[config.mk]
export PLATFORM = sky130hd
export DESIGN_NAME = tcm_boot_loader
export DESIGN_NICKNAME = d
export VERILOG_FILES = /design/src/rtl/tcm_boot_loader.sv
export SDC_FILE = /design/constraint.sdc
export NUM_CORES = 1
export LEC_CHECK = 0
export CORE_ASPECT_RATIO = 0.8
export CORE_MARGIN = 3
export CORE_UTILIZATION = 45
export DETAILED_ROUTE_END_ITERATION = 16
export PLACE_DENSITY = 0.73
export SLEW_MARGIN = 0
export SYNTH_ARGS = -nofsm -noshare
export SYNTH_HDL_FRONTEND = slang
export SYNTH_SLANG_ARGS = --single-unit
export TNS_END_PERCENT = 100
[constraint.sdc]
create_clock -name clk_i -period 9.2 [get_ports clk_i]
set_input_delay 1.84 -clock clk_i [delete_from_list [all_inputs] [get_ports clk_i]]
set_output_delay 1.84 -clock clk_i [all_outputs]
set_load 0.005 [all_outputs]
[src/rtl/tcm_boot_loader.sv]
// Streams a byte image into TCM as little-endian words and holds the core in reset until done.
// Optional TCM_BOOT_LOADER_CHECKSUM_EN adds a running sum of written words on checksum_o.
module tcm_boot_loader #(
    parameter logic [31:0] BASE_ADDR     = 32'h8000_0000,
    parameter int unsigned MAX_BYTES     = 131072,
    parameter int unsigned RELEASE_DELAY = 5
) (
    input  logic        clk_i,
    input  logic        rst_i,
    input  logic        start_i,
    input  logic        byte_valid_i,
    input  logic [7:0]  byte_data_i,
    input  logic        byte_last_i,
    output logic        byte_ready_o,
    output logic [31:0] mem_addr_o,
    output logic [31:0] mem_data_wr_o,
    output logic [3:0]  mem_wr_o,
    input  logic        mem_accept_i,
    input  logic        mem_ack_i,
    input  logic        mem_error_i,
    output logic        core_rst_o,
    output logic        busy_o,
    output logic        done_o,
    output logic        error_o,
    output logic [31:0] bytes_loaded_o,
    output logic [31:0] checksum_o
);

    typedef enum logic [2:0] {
        StIdle, StCollect, StWrite, StWaitAck, StRelease, StDone, StError
    } state_t;

    state_t      r_state, w_state_nxt;
    logic [31:0] r_addr, w_addr_nxt;
    logic [31:0] r_data, w_data_nxt;
    logic [31:0] r_count, w_count_nxt;
    logic [3:0]  r_strb, w_strb_nxt;
    logic        r_last, w_last_nxt;
    logic [7:0]  r_rel_cnt, w_rel_cnt_nxt;
    logic        w_start, w_byte_fire, w_ack, w_ack_ok;
    logic [1:0]  w_lane;

    assign w_start     = start_i && (r_state inside {StIdle, StDone, StError});
    assign w_byte_fire = (r_state == StCollect) && byte_valid_i;
    assign w_lane      = r_count[1:0];
    // Ack may arrive in the same cycle as accept, bypassing the WAIT_ACK cycle.
    assign w_ack       = mem_ack_i &&
                         ((r_state == StWaitAck) || ((r_state == StWrite) && mem_accept_i));
    assign w_ack_ok    = w_ack && !mem_error_i;

    always_ff @(posedge clk_i or posedge rst_i) begin
        if (rst_i) begin
            r_state   <= StIdle;
            r_addr    <= BASE_ADDR;
            r_data    <= '0;
            r_count   <= '0;
            r_strb    <= '0;
            r_last    <= 1'b0;
            r_rel_cnt <= '0;
        end else begin
            r_state   <= w_state_nxt;
            r_addr    <= w_addr_nxt;
            r_data    <= w_data_nxt;
            r_count   <= w_count_nxt;
            r_strb    <= w_strb_nxt;
            r_last    <= w_last_nxt;
            r_rel_cnt <= w_rel_cnt_nxt;
        end
    end

    always_comb begin
        w_state_nxt   = r_state;
        w_addr_nxt    = r_addr;
        w_data_nxt    = r_data;
        w_count_nxt   = r_count;
        w_strb_nxt    = r_strb;
        w_last_nxt    = r_last;
        w_rel_cnt_nxt = r_rel_cnt;
        case (r_state)
            StIdle, StDone, StError: begin
                if (w_start) begin
                    w_count_nxt = '0;
                    w_addr_nxt  = BASE_ADDR;
                    w_data_nxt  = '0;
                    w_strb_nxt  = '0;
                    w_last_nxt  = 1'b0;
                    w_state_nxt = StCollect;
                end
            end
            StCollect: begin
                if (w_byte_fire) begin
                    if (r_count == 32'(MAX_BYTES)) begin
                        w_state_nxt = StError;
                    end else begin
                        w_data_nxt[{w_lane, 3'b000} +: 8] = byte_data_i;
                        w_strb_nxt[w_lane] = 1'b1;
                        w_count_nxt = r_count + 32'd1;
                        w_last_nxt  = byte_last_i;
                        if (w_lane == 2'd3 || byte_last_i) begin
                            w_state_nxt = StWrite;
                        end
                    end
                end
            end
            StWrite: begin
                if (mem_accept_i && !mem_ack_i) begin
                    w_state_nxt = StWaitAck;
                end
            end
            StRelease: begin
                w_rel_cnt_nxt = r_rel_cnt - 8'd1;
                if (r_rel_cnt <= 8'd1) begin
                    w_state_nxt = StDone;
                end
            end
            default: ;
        endcase

        if (w_ack_ok) begin
            w_addr_nxt    = r_addr + 32'd4;
            w_data_nxt    = '0;
            w_strb_nxt    = '0;
            w_rel_cnt_nxt = 8'(RELEASE_DELAY);
            w_state_nxt   = r_last ? StRelease : StCollect;
        end else if (w_ack) begin
            w_state_nxt = StError;
        end
    end

    assign byte_ready_o   = (r_state == StCollect);
    assign mem_addr_o     = r_addr;
    assign mem_data_wr_o  = r_data;
    assign mem_wr_o       = (r_state == StWrite) ? r_strb : 4'h0;
    assign core_rst_o     = (r_state != StDone);
    assign busy_o         = r_state inside {StCollect, StWrite, StWaitAck, StRelease};
    assign done_o         = (r_state == StDone);
    assign error_o        = (r_state == StError);
    assign bytes_loaded_o = r_count;

`ifdef TCM_BOOT_LOADER_CHECKSUM_EN
    logic [31:0] r_checksum;

    always_ff @(posedge clk_i or posedge rst_i) begin
        if (rst_i) begin
            r_checksum <= '0;
        end else if (w_start) begin
            r_checksum <= '0;
        end else if (w_ack_ok) begin
            r_checksum <= r_checksum + r_data;
        end
    end

    assign checksum_o = r_checksum;
`else
    assign checksum_o = '0;
`endif

endmodule

After elaboration in Yosys (flattened, before gate mapping)
Cells that the tools add are included.
{"block": "totals", "reg_bits": 112, "latch_bits": 0, "mem_bits_rw": 0, "rom_bits": 0, "input_bits": 16, "n_memories": 0}
{"block": "classes", "addsub": 4, "n_mul": 0, "div": 0, "magnitude_cmp": 3, "eq_ne": 20, "shifts": 2, "n_mux": 36, "n_bitwise": 1, "reduce_logical": 25}
{"op": "$mux 32", "count": 9}
{"op": "$pmux 32 s2", "count": 2}
{"op": "$add 32x1->32 const B", "count": 1}
{"op": "$add 32x3->32 const B", "count": 1}
{"op": "$bwmux 32", "count": 1}
{"op": "$eq 32x18->1 const B", "count": 1}
{"op": "$shift 8x7->32 const A", "count": 1}
{"op": "$shiftx 8x7->32", "count": 1}
{"op": "$mux 3", "count": 9}
{"op": "$mux 4", "count": 5}
{"op": "$mux 8", "count": 2}
{"op": "$ne 4x4->1 const B", "count": 3}
{"op": "$pmux 3 s4", "count": 1}
{"op": "$eq 3x3->1 const B", "count": 3}
{"op": "$ne 3x3->1 const B", "count": 3}
{"op": "$le 8x1->1 const B", "count": 1}
{"op": "$pmux 4 s2", "count": 1}
{"op": "$reduce_and 4->1", "count": 2}
{"op": "$reduce_bool 2->1", "count": 4}
{"op": "$sub 8x1->8 const B", "count": 1}
{"op": "$logic_and 1x1->1", "count": 7}
{"op": "$neg 5->7", "count": 1}
{"op": "$eq 3x2->1 const B", "count": 2}
{"op": "$reduce_and 6->1", "count": 1}
{"op": "other kinds (21)", "count": 28}

Longest topological paths before layout
Gate-level depths: netlist (run 1).
{"block": "logic_depth", "depth_word": 9, "mapped_depth": 9, "depth_no_buf": 7}

Worst setup path after synthesis (run 1)
OpenSTA, ideal clock, no wires.
{"block": "synth_timing", "kind": "input -> register", "start": "input port start_i", "end": "register r_count[23] (netlist: bytes_loaded_o[23])", "setup_time_ns": 0.078, "arrival_time_ns": 3.336, "required_time_ns": 9.122, "path_slack_ns": 5.786, "cell_stages": 6, "path_buffers": 2, "path_cell_list": "clkbuf_1 > a31oi_1 > a21o_1 > buf_2 > or4b_1 > a21oi_1"}
{"block": "synth_between", "elab_chain_cells": 3}
{"element": "start: declaration", "line_no": "10", "source": "input logic start_i,"}
{"element": "$logic_and 1x1->1", "line_no": "43", "source": "assign w_start = start_i && (r_state inside {StIdle, StDone, StError});"}
{"element": "$ne 2x2->1 (no source line)"}
{"element": "$reduce_and 4->1 (no source line)"}
{"element": "end signal: assignment", "line_no": "64", "source": "r_count <= w_count_nxt;"}
{"element": "end: declaration", "line_no": "36", "source": "logic [31:0] r_count, w_count_nxt;"}
Every way passes these cells.
A chain may end at the register's enable or synchronous reset.

Worst setup path after layout (run 1)
{"block": "layout_timing", "start": "register r_state[2]", "end": "output port mem_wr_o[3]"}
{"block": "layout_between", "elab_chain_cells": 2}
{"element": "start: declaration", "line_no": "33", "source": "state_t r_state, w_state_nxt;"}
{"element": "start signal: assignment", "line_no": "53", "source": "r_state <= StIdle;"}
{"element": "start signal: assignment", "line_no": "61", "source": "r_state <= w_state_nxt;"}
{"element": "$eq 3x2->1", "line_no": "133", "source": "assign mem_wr_o = (r_state == StWrite) ? r_strb : 4'h0;"}
{"element": "$mux 4", "line_no": "133"}
{"element": "end: declaration", "line_no": "17", "source": "output logic [3:0] mem_wr_o,"}
Every way passes these cells.

==> impl_metrics.yaml, run 1 <==
clocking:
  clkLatencyLatePin_ns: 0.36
  clk_pin_slew_ns: 0.08
  tritoncts: "built"
  clockRootBuffer: "clkbuf_16"
  cts.path.max_buffers: 2
  cts_made_buffers: 9
  cts_sinks: 110
  post_cts_resized: 0
  cts_hold_buf: 0
  cts.htree.levels: 3
  postCtsSetupRepairBufs: 0
place:
  io_buffers: 118
  post-place-ws_ns: 5.02
  gp_congestion: 0.878
  dpl.hpwl_um: 11200
floorplan:
  io_pins: 153
  rows: 36
  dieWidth_um: 134
  fp.dieArea_um2: 14600
  initial_core_util: 0.472
  core_um2: 12500
  die_y_um: 109
sta:
  fmax_mhz: 252
  slew_violations: 0
  fin_ws_ns: 5.22
  slew_headroom: 0.162
  timing.hold.ws_ns: 0.478
  period_share: 0.432
  setup_viol: 0
  rsz0062_at_grt: "no"
  fin_crit_ns: 3.98
  hold_viol_final: 0
  fin_tns_setup_ns: 0
  worstMarginPinSlew_ns: 1.25
  clock_skew_ns: 0.0103
routing:
  routed_via_density: 5.70
  drt_iter0_drc: 455
  ant_nets: 0
  wl_per_cell_um: 17.2
  vias: 5167
  totalWireLength_um: 15600
  dr.pass1.iters: 5
  drc: 0
status:
  run_status: "complete, no violations"
logic_synthesis:
  synth_area_um2: 5910
  yosysWarnings: 0
  ys_seq_elements: 110
  netlist_instances: 623
  synth_edf_count: 0
  synth_cell_type_count: 54
  syn_avg_cell_area_um2: 9.49
  synth_ff_type: "dfrtp_1"
  async_flop_share: 1.00
  ys_seq_area_frac: 0.466
global_routing:
  antenna_found_initial: 0
  grt_pass1_vias: 4717
  grtUsageTotal: 0.213
  grt_max_degree: 71
  overflow: 0
  grt_pass1_wl_um: 24900
job:
  max-cap-violations: 0
worst_setup_path:
  critPathMaxFanout: 15
  worst-path-buf-inv: 1
  crit_path_max_incr_delay_ns: 0.57
  slowest_stage: "dfrtp_1"
  worstSetupPathType: "flip-flop to output port"
  crit_arrival_ns: 2.14
  endpoint_kind: "output port"
  start_kind: "flip-flop"
  crit_family: "simple AND/OR/NAND/NOR gates"
  cp_cell_sequence: "nor3b_1 > and2_1 > clkdlybuf4s50_1"
  cp_data_required_time_ns: 7.36
layout:
  layout_common_cells: "clkdlybuf4s50_1 (118), dfrtp_1 (109), nand2_1 (64)"
  synthToLayoutAreaGrowth_pct: 25.6
  layout-drive-gt1-share: 0.0584
  utilization: 0.593
  fin_nets: 754
  fill_cells: 1077
  layout_commonest_cell: "clkdlybuf4s50_1"
  antennaDiodeCount: 0
power:
  p_per_area_nw_per_um2: 122
  leakage_uw: 0.00304
  peakVddDrop_v: 0.0000887
min_path:
  min_path_type: "flip-flop to flip-flop"
[power breakdown]
part	internal, uW	switching (uW)	leakage (uW)
clock	196	204	0.000151
sequential	483	0	0.00141
combinational	6.58	17.9	0.00147
total	686	222	0.00304
[routing by layer]
layer	vias up	track usage	part of all wire
met5	-	0	0
met4	0	0.0472	0.013
met3	21	0.0484	0.068
met2	206	0.333	0.46
met1	2520	0.305	0.46
li1	2420	-	-
[state kept, by name, summed over array words and instances, names as in the netlist]
name and cells:
r_strb 4, mem_addr_o 30, r_rel_cnt 8, r_state 3
mem_data_wr_o 32, bytes_loaded_o 32, r_last 1
[cells by family (layout without fill, tap and decap cells)]
kind of cell,count (synthesis),after routing,share of synthesized area
adders and majority gates,7,7,0.0148
other,1,34,0.000634
xor gates and xnor gates,23,23,0.0353
buffers and inverters,89,169,0.0804
DFF,110,110,0.466
muxes,24,24,0.0411
AOI/OAI and AO/OA,124,124,0.146
and+or+nand+nor,245,245,0.216
[metrics by stage]
stage	instances	cell area, um^2	power [uW]
CTS	907	7420	915
detailed placement	891	7120	517
global placement	891	7120	517
finish	907	7420	908
floorplan	656	6040	515
global route	907	7420	940
[worst paths after layout]
path | start | cells after the start | slack [ns] | endpoint
setup / recovery | r_state[2] | 3 | 5.22 | mem_wr_o[3]
hold / removal | r_strb[3] | 2 | 0.48 | r_strb[3]
setup reg to reg | bytes_loaded_o[0] | 7 | 6.19 | bytes_loaded_o[1]
hold reg to reg | r_strb[3] | 2 | 0.48 | r_strb[3]
max in group asynchronous | rst_i | 3 | 6.03 | mem_data_wr_o[14]
min in group asynchronous | rst_i | 2 | 1.87 | mem_addr_o[29]
[worst register-to-register path, stage by stage (launching register included)]
cell,delay [ns]
dfrtp_1,0.50
inv_1,0.18
ha_1,0.26
nor4b_1,0.29
nand4_1,0.20
nor3_2,1.02
nor2_1,0.13
mux2_2,0.32
[cells in the mapped netlist (5+ instances only)]
master      n  area (um^2)
mux2i_1    22          220
nand2_1    64          240
nor2_1     45          169
nor4_1      9         56.3
buf_2       5         25.0
o31ai_1    23          173
a32o_1     14          140
xnor2_1    14          123
or3_1      10         62.6
inv_1      31          116
ha_1        7         87.6
dfrtp_1   109         2730
and3_1     11         68.8
nor3_1     10         50.1
buf_4      36          270
o21ai_0    23          115
buf_1       5         18.8
nand4_1    21          131
a21oi_1    24          120
o211ai_1   15          113
nand3_1    31          155
or4_1      12         90.1
clkbuf_1   12         45.0
and2_1      7         43.8
xor2_1      8         70.1
[cell type report]
cell class	instances	area, um^2	area share
Clock buffer	9	225	0.0303
Tap cell	171	214	0.0288
Multi-Input combinational cell	457	2820	0.380
Timing Repair Buffer	122	1210	0.163
Inverter	31	119	0.0160
Sequential cell	110	2750	0.371
Clock inverter	7	83.8	0.0113
Power figures use the tool's default switching activity.
==> run 2, diff against run 1 <==
--- a/config.mk
+++ b/config.mk
@@ -9,7 +9,7 @@
 export CORE_MARGIN = 3
 export CORE_UTILIZATION = 45
 export DETAILED_ROUTE_END_ITERATION = 16
-export PLACE_DENSITY = 0.73
+export PLACE_DENSITY = 0.76
 export SLEW_MARGIN = 0
 export SYNTH_ARGS = -nofsm -noshare
 export SYNTH_HDL_FRONTEND = slang
==> constraint.sdc (replaced) <==
create_clock -name clk_i -period 3.2 [get_ports clk_i]
set_input_delay 0.64 -clock clk_i [delete_from_list [all_inputs] [get_ports clk_i]]
set_output_delay 0.64 -clock clk_i [all_outputs]
set_load 0.005 [all_outputs]
==> run 2 against run 1 <==
Net effect: non-clock buffer count is 6 higher; combinational power grew to 2.9 times the previous value; clock-buffer cell count stayed put; highest routed layer unchanged; largest cell class unchanged; critical endpoint is now mem_data_wr_o[30]; clock skew is 0.0013 ns higher.
==> impl_metrics.yaml, run 2 (same netlist as run 1, synthesis figures left out) <==
layout:
  antennaDiodeCount: 0
  layout_commonest_cell: "clkdlybuf4s50_1"
  multi_input_area_um2: 2810
  fin_nets: 760
  synthToLayoutAreaGrowth_pct: 26.6
  seqCellArea_um2: 2750
  fill_cells: 1077
  layout_common_cells: "clkdlybuf4s50_1 (118), dfrtp_1 (109), nand2_1 (64)"
  layout-drive-gt1-share: 0.0647
  finalNonFillerCells: 913
worst_setup_path:
  endpoint_kind: "flip-flop"
  cp_data_required_time_ns: 3.49
  r2r_slack_ns: 0.49
  crit_arrival_ns: 3.00
  critPathMaxFanout: 8
  reg2reg_depth: 7
  timing.rr.start: "bytes_loaded_o[0]"
  start_kind: "flip-flop"
  reg2reg_to: "mem_data_wr_o[30]"
  crit_path_end: "mem_data_wr_o[30]"
  critPathLaunch: "bytes_loaded_o[0]"
  worstSetupPathType: "flip-flop to flip-flop"
power:
  leakage_uw: 0.00306
  p_per_area_nw_per_um2: 346
  finalPower_uw: 2590
  peakVddDrop_v: 0.000281
clocking:
  clk_pin_slew_ns: 0.08
  cts_hold_buf: 0
  cts_made_buffers: 9
  clkLatencyLatePin_ns: 0.36
  post_cts_resized: 0
  clockRootBuffer: "clkbuf_16"
  tritoncts: "built"
  postCtsSetupRepairBufs: 0
  cts.path.max_buffers: 2
  cts.htree.levels: 3
  cts_sinks: 110
sta:
  fin_crit_ns: 2.71
  fin_tns_setup_ns: 0
  setup_viol: 0
  fmax_mhz: 369
  timing.hold.ws_ns: 0.476
  fin_ws_ns: 0.491
  period_share: 0.847
  worstMarginPinSlew_ns: 1.01
  clock_skew_ns: 0.0117
  slew_violations: 0
  rsz0062_at_grt: "no"
  hold_viol_final: 0
  slew_headroom: 0.319
job:
  max-cap-violations: 0
place:
  gp_congestion: 0.907
  placed_cells: 897
  io_buffers: 118
  dpl.hpwl_um: 11200
  post-place-ws_ns: 0.308
routing:
  routed_via_density: 5.71
  drt_iter0_drc: 548
  wl_per_cell_um: 17.2
  vias: 5213
  ant_nets: 0
  totalWireLength_um: 15700
  drc: 0
  dr.pass1.iters: 6
floorplan:
  rows: 36
  io_pins: 153
  initial_core_util: 0.472
  dieWidth_um: 134
  core_um2: 12500
  die_y_um: 109
  fp.dieArea_um2: 14600
global_routing:
  grt_max_degree: 73
  grtUsageTotal: 0.218
  grt_pass1_vias: 5040
  antenna_found_initial: 0
  overflow: 0
  grt_pass1_wl_um: 25700
min_path:
  min_path_type: "flip-flop to flip-flop"
status:
  run_status: "complete, no violations"
run 2: changes by cell type in the layout (fill, tap and decap cells not counted):
cell	previous run	this run
clkinv_4	1	2
nor4b_1	2	3
inv_4	1	0
inv_8	3	1
buf_4	4	8
buf_12	0	2
nor4b_2	1	0
clkinvlp_4	0	2
run 2: through the flow:
step	util	area [um^2]
final	0.598	7480
after global routing	0.598	7480
after CTS	0.598	7480
after detailed placement	0.573	7180
after global placement	0.573	7180
after floorplan	-	6040
run 2: worst max-delay path, cell delays in order (launching register included):
cell	delay (ns)
dfrtp_1	0.48
inv_1	0.19
ha_1	0.27
nor4b_1	0.25
nand4_1	0.21
or2_2	0.39
a31oi_1	0.63
a32o_1	0.22
run 2: worst min path at each step:
stage | from | to | slack (ns) | depth (start not counted)
2_1_floorplan | r_strb[0] | r_strb[0] | 0.44 | 2
3_3_place_gp | r_strb[0] | r_strb[0] | 0.47 | 2
3_5_place_dp | r_strb[1] | r_strb[1] | 0.47 | 2
4_1_cts | r_strb[1] | r_strb[1] | 0.48 | 2
5_1_grt | r_strb[1] | r_strb[1] | 0.52 | 2
6_report | r_strb[1] | r_strb[1] | 0.48 | 2
run 2: cell type report:
class                      count  area share
clock buffer                   9      0.0301
timing repair buffer         128       0.171
sequential                   110       0.368
multi-input combinational    457       0.376
inverter                      31      0.0161
tap                          171      0.0286
clock inverter                 7      0.0104
run 2: routing by layer:
metal / track usage / vias up / wire, um
li1: - / 2427 / -
met2: 0.346 / 221 / 7340
met1: 0.304 / 2536 / 6950
met4: 0.0610 / 0 / 291
met3: 0.0484 / 29 / 1090
met5: 0 / - / 0
run 2: where the power goes:
part	leakage [uW]	switching [uW]	internal, uW
Clock	0.000144	572	554
Sequential	0.00141	0	1390
Combinational	0.00150	50.6	21.5
==> run 3, diff against run 2 <==
--- a/config.mk
+++ b/config.mk
@@ -9,7 +9,7 @@
 export CORE_MARGIN = 3
 export CORE_UTILIZATION = 45
 export DETAILED_ROUTE_END_ITERATION = 16
-export PLACE_DENSITY = 0.76
+export PLACE_DENSITY = 0.73
 export SLEW_MARGIN = 0
 export SYNTH_ARGS = -nofsm -noshare
 export SYNTH_HDL_FRONTEND = slang
==> constraint.sdc (replaced) <==
create_clock -name clk_i -period 2.5 [get_ports clk_i]
set_input_delay 0.5 -clock clk_i [delete_from_list [all_inputs] [get_ports clk_i]]
set_output_delay 0.5 -clock clk_i [all_outputs]
set_load 0.005 [all_outputs]
==> run 3 against run 2 <==
Net effect: via count grew 2.1%; power is 27% higher; worst setup slack got worse by 0.39 ns; utilization up 1.9 points; cell count is 3.1% higher; critical path depth fell by 3; hold slack better by 0.0043 ns.
==> impl_metrics.yaml, run 3 (same netlist as run 1, synthesis figures left out) <==
power:
  pwr-share-comb: 0.031
  peakVddDrop_v: 0.000289
  p_int_uw: 2510
  sw_frac_of_total: 0.235
  p_per_area_nw_per_um2: 425
  seq_power_share: 0.542
  p_clk_frac: 0.427
  leakage_uw: 0.00319
  p_switching_uw: 769
job:
  max-cap-violations: 0
floorplan:
  initial_core_util: 0.472
  die_y_um: 109
  dieWidth_um: 134
  io_pins: 153
  core_um2: 12500
  rows: 36
  fp.dieArea_um2: 14600
sta:
  fmax_mhz: 417
  hold_viol_final: 0
  clock_skew_ns: 0.00713
  rsz0062_at_grt: "no"
  slew_violations: 0
  slew_headroom: 0.263
  worstMarginPinSlew_ns: 1.10
  period_share: 0.959
  fin_crit_ns: 2.40
  setup_viol: 0
  fin_tns_setup_ns: 0
routing:
  routed_via_density: 5.66
  totalWireLength_um: 15900
  ant_nets: 0
  drt_iter0_drc: 408
  wl_per_cell_um: 16.9
  vias: 5324
  drc: 0
  dr.pass1.iters: 5
clocking:
  cts_made_buffers: 9
  tritoncts: "built"
  cts.htree.levels: 3
  cts.path.max_buffers: 2
  postCtsSetupRepairBufs: 0
  cts_sinks: 110
  clkLatencyLatePin_ns: 0.35
  clk_pin_slew_ns: 0.07
  clockRootBuffer: "clkbuf_16"
worst_setup_path:
  cp_data_required_time_ns: 2.00
  reg2reg_depth: 8
  endpoint_kind: "output port"
  timing.rr.start: "bytes_loaded_o[0]"
  worstSetupPathType: "flip-flop to output port"
  reg2reg_to: "mem_data_wr_o[25]"
  crit_arrival_ns: 1.90
  r2r_slack_ns: 0.27
  critPathMaxFanout: 9
  start_kind: "flip-flop"
place:
  dpl.hpwl_um: 11500
  gp_congestion: 0.879
  io_buffers: 118
layout:
  layout-drive-gt1-share: 0.106
  fin_nets: 788
  utilization: 0.616
  synthToLayoutAreaGrowth_pct: 30.5
  antennaDiodeCount: 0
  layout_commonest_cell: "clkdlybuf4s50_1"
  layout_common_cells: "clkdlybuf4s50_1 (118), dfrtp_1 (106), nand2_1 (64)"
  fill_cells: 1031
min_path:
  worstHoldPathCells: 2
  hold_end: "r_strb[3]"
  min_path_type: "flip-flop to flip-flop"
  worstHoldStart: "r_strb[3]"
global_routing:
  grtUsageTotal: 0.221
  overflow: 0
  grt_pass1_vias: 5099
  grt_max_degree: 73
  antenna_found_initial: 0
  grt_pass1_wl_um: 26000
status:
  run_status: "complete, no violations"
run 3: cell count changes in the layout (fill, tap and decap cells not counted), sizes merged:
| cell | before | now |
|---|---|---|
| clkinv | 4 | 1 |
| buf | 10 | 38 |
| inv | 32 | 35 |
run 3: power by group through the flow:
stage	clock network [uW]	registers (uW)	logic, uW
floorplan	0	1810	81.0
global placement	0	1810	100
detailed placement	0	1810	101
CTS	1440	1780	101
global route	1510	1780	114
finish	1400	1780	100
run 3: worst max-delay path by stage:
| stage | depth (start not counted) | from | slack [ns] | end |
|---|---|---|---|---|
| final | 4 | r_state[2] | 0.10 | byte_ready_o |
| after global routing | 3 | r_state[0] | 0.04 | mem_wr_o[3] |
| after CTS | 3 | r_state[1] | 0.05 | mem_wr_o[3] |
| after detailed placement | 6 | byte_valid_i | 0.05 | bytes_loaded_o[23] |
| after global placement | 6 | byte_valid_i | 0.16 | mem_data_wr_o[4] |
| after floorplan | 9 | bytes_loaded_o[0] | 0.30 | bytes_loaded_o[5] |
run 3: worst max-delay path, cell delays in order, from the launching register on:
cell and delay, ns:
dfrtp_2 0.49, nor2_1 0.16, nand2_1 0.16, inv_1 0.21, clkdlybuf4s50_1 0.54
run 3: area by class of cell:
type,instances,area [um^2],area share
Inverter,31,120,0.0156
Tap cell,171,214,0.0277
Sequential cell,110,2760,0.357
Timing Repair Buffer,156,1500,0.195
Clock inverter,7,62.6,0.00811
Clock buffer,9,225,0.0292
Multi-Input combinational cell,457,2830,0.367
run 3: stage by stage:
step           cell area (um^2)  hold slack (ns)  instances  worst slack, ns  power, uW
2_1_floorplan              6040            0.442        656            0.300       1890
3_3_place_gp               7400            0.457        925            0.161       1910
3_5_place_dp               7400            0.466        925           0.0457       1910
4_1_cts                    7700            0.485        941           0.0516       3310
5_1_grt                    7720            0.506        941           0.0386       3400
6_report                   7720            0.481        941            0.103       3280
run 3: routing by layer:
layer,vias up,share of wire,global-route usage
met5,-,0,0
met4,0,0.0081,0.0487
met3,13,0.063,0.0484
met2,195,0.47,0.358
met1,2625,0.46,0.309
li1,2491,-,-
run 3: repair_timing:
action	4_1_cts	5_1_grt
pin swaps	0	0
resized for setup	3	4
endpoints found under the setup margin	6	15
hold endpoints to repair	0	0
cloned	0	0
hold buffers	0	0
